## src/rtl/debug_send_unit.sv

```systemverilog
// Debug snapshot sender: on a start pulse, streams a header byte followed by PC,
// cycle count, register file and data memory words (LSB first) to a UART TX.
module debug_send_unit #(
  parameter int          N_MEM_WORDS = 32,
  parameter int          MEM_ADDR_W  = 5,
  parameter logic [7:0]  HEADER      = 8'hA5
) (
  input  logic                  clk,
  input  logic                  rst,
  input  logic                  is_start_send,
  input  logic [31:0]           i_pc,
  input  logic [31:0]           i_clk_count,
  output logic [4:0]            o_reg_addr,
  input  logic [31:0]           i_reg_data,
  output logic [MEM_ADDR_W-1:0] o_mem_addr,
  input  logic [31:0]           i_mem_data,
  output logic [7:0]            o_tx_data,
  output logic                  os_tx_start,
  input  logic                  is_tx_done,
  output logic                  os_done_send,
  output logic                  o_busy
);

  localparam int W  = 34 + N_MEM_WORDS;
  localparam int WW = $clog2(W + 1);

  localparam logic [WW-1:0] W_PC      = WW'(0);
  localparam logic [WW-1:0] W_CNT     = WW'(1);
  localparam logic [WW-1:0] W_REG_LO  = WW'(2);
  localparam logic [WW-1:0] W_REG_HI  = WW'(33);
  localparam logic [WW-1:0] W_MEM_LO  = WW'(34);
  localparam logic [WW-1:0] W_LAST    = WW'(W - 1);

  typedef enum logic [2:0] {
    S_IDLE, S_HDR, S_HDR_WAIT, S_FETCH, S_LATCH, S_SEND, S_WAIT, S_DONE
  } state_e;

  state_e        state_q, state_d;
  logic [WW-1:0] w_q, w_d;
  logic [1:0]    b_q, b_d;
  logic [31:0]   pc_q, pc_d;
  logic [31:0]   cnt_q, cnt_d;
  logic [31:0]   sh_q, sh_d;
  logic [31:0]   word_sel;

  // NOTE: sequential state uses non-blocking assignments only; combinational
  // blocks use blocking assignments, so each flop sees last-cycle values.
  always_ff @(posedge clk) begin
    if (rst) begin
      state_q <= S_IDLE;
      w_q     <= '0;
      b_q     <= '0;
      pc_q    <= '0;
      cnt_q   <= '0;
      sh_q    <= '0;
    end else begin
      state_q <= state_d;
      w_q     <= w_d;
      b_q     <= b_d;
      pc_q    <= pc_d;
      cnt_q   <= cnt_d;
      sh_q    <= sh_d;
    end
  end

  // Source of the word being loaded: snapshots first, then the two read ports.
  always_comb begin
    word_sel = i_mem_data;
    if (w_q == W_PC)           word_sel = pc_q;
    else if (w_q == W_CNT)     word_sel = cnt_q;
    else if (w_q <= W_REG_HI)  word_sel = i_reg_data;
  end

  // NOTE: every signal gets a default at the top so no path leaves it
  // unassigned, which would otherwise infer a latch.
  always_comb begin
    state_d = state_q;
    w_d     = w_q;
    b_d     = b_q;
    pc_d    = pc_q;
    cnt_d   = cnt_q;
    sh_d    = sh_q;
    case (state_q)
      S_IDLE: begin
        if (is_start_send) begin
          pc_d    = i_pc;
          cnt_d   = i_clk_count;
          w_d     = '0;
          state_d = S_HDR;
        end
      end
      S_HDR:      state_d = S_HDR_WAIT;
      S_HDR_WAIT: if (is_tx_done) state_d = S_FETCH;
      S_FETCH:    state_d = S_LATCH;
      S_LATCH: begin
        sh_d    = word_sel;
        b_d     = '0;
        state_d = S_SEND;
      end
      S_SEND:     state_d = S_WAIT;
      S_WAIT: begin
        if (is_tx_done) begin
          if (b_q != 2'd3) begin
            b_d     = b_q + 2'd1;
            state_d = S_SEND;
          end else if (w_q != W_LAST) begin
            w_d     = w_q + WW'(1);
            state_d = S_FETCH;
          end else begin
            state_d = S_DONE;
          end
        end
      end
      S_DONE:     state_d = S_IDLE;
      default:    state_d = S_IDLE;
    endcase
  end

  always_comb begin
    o_tx_data    = 8'h00;
    os_tx_start  = 1'b0;
    os_done_send = 1'b0;
    o_busy       = (state_q != S_IDLE);
    o_reg_addr   = 5'd0;
    o_mem_addr   = '0;
    case (state_q)
      S_HDR:      begin o_tx_data = HEADER; os_tx_start = 1'b1; end
      S_HDR_WAIT: o_tx_data = HEADER;
      S_SEND:     begin o_tx_data = sh_q[{b_q, 3'b000} +: 8]; os_tx_start = 1'b1; end
      S_WAIT:     o_tx_data = sh_q[{b_q, 3'b000} +: 8];
      S_DONE:     os_done_send = 1'b1;
      default:    ;
    endcase
    // Read addresses are a pure function of the word index.
    if (w_q >= W_REG_LO && w_q <= W_REG_HI) o_reg_addr = 5'(w_q - W_REG_LO);
    if (w_q >= W_MEM_LO)                    o_mem_addr = MEM_ADDR_W'(w_q - W_MEM_LO);
  end

endmodule

```

## config.mk

```make
export PLATFORM = sky130hd
export DESIGN_NAME = debug_send_unit
export DESIGN_NICKNAME = d
export VERILOG_FILES = /design/src/rtl/debug_send_unit.sv
export SDC_FILE = /design/constraint.sdc
export NUM_CORES = 1
export LEC_CHECK = 0
export CAP_MARGIN = 20
export CORE_ASPECT_RATIO = 0.5
export CORE_MARGIN = 5
export CORE_UTILIZATION = 45
export CTS_CLUSTER_SIZE = 30
export DETAILED_ROUTE_END_ITERATION = 12
export PLACE_DENSITY_LB_ADDON = 0.12
export SYNTH_ARGS = -nofsm -noshare
export SYNTH_HDL_FRONTEND = slang
export SYNTH_SLANG_ARGS = --single-unit
```

## constraint.sdc

```tcl
create_clock -name clk -period 2.1 [get_ports clk]
set_input_delay 0.42 -clock clk [delete_from_list [all_inputs] [get_ports clk]]
set_output_delay 0.42 -clock clk [all_outputs]
set_load 0.005 [all_outputs]
```

==> impl_metrics.json <==
{
  "status": "complete, but fails checks",
  "violations": "negative setup slack",
  "cap_violations": 0,
  "start_kind": "flip-flop",
  "hp-class": "reg2reg",
  "whs_ns": 0.460,
  "fp.dieH_um": 91.2,
  "ys_warn_count": 0,
  "final_util": 0.647,
  "clk-insertion-delay-late_ns": 0.36,
  "place.gp.congestion": 0.809,
  "post_dp_cell_area_sq_um": 7840,
  "drive_gt1_frac": 0.146,
  "cp-end-kind": "output port",
  "setup_viol": 34,
  "vias_per_cell": 5.71,
  "drt_iter0_drc": 486,
  "drc": 0,
  "vias": 6333,
  "fin_crit_ns": 2.35,
  "avgRoutedWirePerCell_um": 17.8,
  "numCtsBuffers": 9,
  "ys_seq_elements": 108,
  "crit_top_cell": "buf_4",
  "yosys.cell_types.count": 39,
  "synth_area_per_cell_sq_um": 7.54,
  "yosysMostFrequentCell": "nand2_1",
  "critPathKind": "reg2out",
  "crit_required_ns": 1.68,
  "max_freq_mhz": 425,
  "synth_flop_cell": "dfxtp_1",
  "overflow": 0,
  "rsz0062_at_grt": "yes",
  "path_buf_inv": 4,
  "clk_path_buf_depth": 2,
  "final_hold_viol_count": 0,
  "die_x_um": 172,
  "final_antenna_net_count": 0,
  "path_clk_slew_ns": 0.08,
  "cp_top_family": "buffers and inverters",
  "wl_um": 19700,
  "ys_seq_area_frac": 0.364,
  "htree_levels": 3,
  "powerDensity_nw_per_um2": 582,
  "yosysTopAreaCell": "dfxtp_1",
  "finalWorstSetupSlack_ns": -0.253,
  "place_ws_ns": -0.391,
  "coreArea_sq_um": 12800,
  "relSlewSlack": 0.464,
  "tritoncts": "done",
  "synth-edff-count": 0,
  "grt_pass1_wl_um": 31000,
  "fin_worst_skew_ns": 0.0104,
  "nNetsFinal": 1075,
  "slew_violations": 0,
  "cp_cell_sequence": "inv_4, ha_4, nor4b_4, buf_4, a211oi_4, a211o_1, buf_4, nor2_1, buf_2",
  "total_leakage_power_nw": 2.91,
  "worst_pin_slew_ns": 0.805,
  "die_area_sq_um": 15700,
  "syn_inst": 787,
  "final_area_sq_um": 8290,
  "crit_slowest_cell": "dfxtp_2",
  "grt_pass1_vias": 5831,
  "ys_top_cells_by_count": "nand2_1 (197), dfxtp_1 (108), a21oi_1 (79)",
  "min_period_over_period": 1.12,
  "cp_data_arrival_time_ns": 1.93,
  "antenna_found_initial": 0,
  "syn_nets": 928,
  "area_growth_pct": 39.7,
  "ir_drop_mv": 0.399,
  "dp_hpwl_um": 14000,
  "io_pins": 153,
  "syn_area_sq_um": 5940,
  "cts_hold_buf": 0,
  "drt_pass1_iterations": 5,
  "cts_root_buf": "clkbuf_16",
  "row_count": 29,
  "max_stage_delay_ns": 0.34,
  "grt_max_degree": 73,
  "synth.area.top_cells": "dfxtp_1 (36%), nand2_1 (12%), o211ai_1 (8.1%)",
  "fin_total_pwr_mw": 4.82,
  "track_usage": 0.244,
  "start_util": 0.464,
  "clkSinkCount": 108,
  "path_max_fanout": 4,
  "async_flop_share": 0,
  "antenna_cells": 0,
  "yosysTopAreaCellShare": 0.364,
  "portBuffers": 152
}
[layout by cell type (no fill, tap or decap), types with 2 or more instances in the layout]
master           instances
buf_6                    8
nand2_1                196
a22oi_1                 34
inv_1                    6
ha_1                     6
nor2_2                   2
or3_1                    4
nor4b_2                  2
o211ai_1                64
nor2_4                   2
nor2_1                  16
inv_6                    2
nor2b_4                  2
buf_12                   6
and3_1                   2
clkdlybuf4s50_1        132
xnor2_1                  2
or4_1                    2
ha_4                     2
nor2b_1                 35
clkbuf_16                9
inv_2                    5
mux4_2                   8
dfxtp_2                  4
o2111ai_1               32
nand3b_1                 3
a21oi_1                 77
nand3_1                 33
buf_4                   48
a21oi_2                  2
buf_2                   19
inv_8                    2
nand2b_1                 4
o21ai_0                 35
nor3_1                   3
dfxtp_1                104
[through the flow]
| stage | cells | setup TNS (ns) |
|---|---|---|
| 2_1_floorplan | 787 | 0 |
| 3_3_place_gp | 1081 | -3.19 |
| 3_5_place_dp | 1081 | -5.14 |
| 4_1_cts | 1103 | -2.03 |
| 5_1_grt | 1109 | -5.94 |
| 6_report | 1109 | -2.24 |
[layout make-up]
| cell class | count | area, sq um |
|---|---|---|
| Fill cell | 1143 | 4520 |
| Multi-Input combinational cell | 589 | 3550 |
| Sequential cell | 108 | 2170 |
| Timing Repair Buffer | 214 | 2000 |
| Clock buffer | 9 | 225 |
| Tap cell | 170 | 213 |
| Clock inverter | 7 | 91.3 |
| Inverter | 12 | 47.5 |
[power breakdown]
part | switching, mW | internal [mW]
clock network | 0.848 | 0.960
logic | 0.380 | 0.409
registers | 0.0746 | 2.15
total | 1.30 | 3.52
[layer usage]
layer  global-route usage  vias up  share of wire
met5                    0        -              0
met4               0.0425        0         0.0097
met3               0.0512       20          0.083
met2                0.354      243           0.43
met1                0.374     2961           0.48
li1                     -     3109              -
[cells by family after synthesis]
group / share of synthesized area
multiplexers: 0.0339
flip-flops: 0.364
AND/OR/NAND/NOR: 0.238
AO/OA/AOI/OAI: 0.281
XOR/XNOR: 0.00443
buffers and inverters: 0.0592
adder cells (fa/ha/maj): 0.0190
[worst paths after layout]
| kind | startpoint | end | slack [ns] | depth (start not counted) |
|---|---|---|---|---|
| setup / recovery | w_q[1] | o_reg_addr[2] | -0.25 | 9 |
| hold / removal | cnt_q[0] | cnt_q[0] | 0.46 | 2 |
| setup reg to reg | w_q[1] | sh_q[8] | -0.05 | 9 |
| hold reg to reg | cnt_q[0] | cnt_q[0] | 0.46 | 2 |
[worst min-delay path, cell delays in order, from the launching register on]
cell	delay, ns
dfxtp_1	0.31
nand2_1	0.05
a21oi_1	0.05
[repair_timing]
item / CTS / global route
gates resized for setup: 98 / 17
setup buffers: 8 / 6
endpoints found under the setup margin: 51 / 51
pin swaps: 9 / 5
[registers in the layout (all words and copies together), names as in the netlist]
| signal | flops |
|---|---|
| cnt_q | 32 |
| pc_q | 32 |
| sh_q | 32 |
| w_q | 7 |
| state_q | 3 |
| b_q | 2 |
Power figures use the tool's default switching activity.
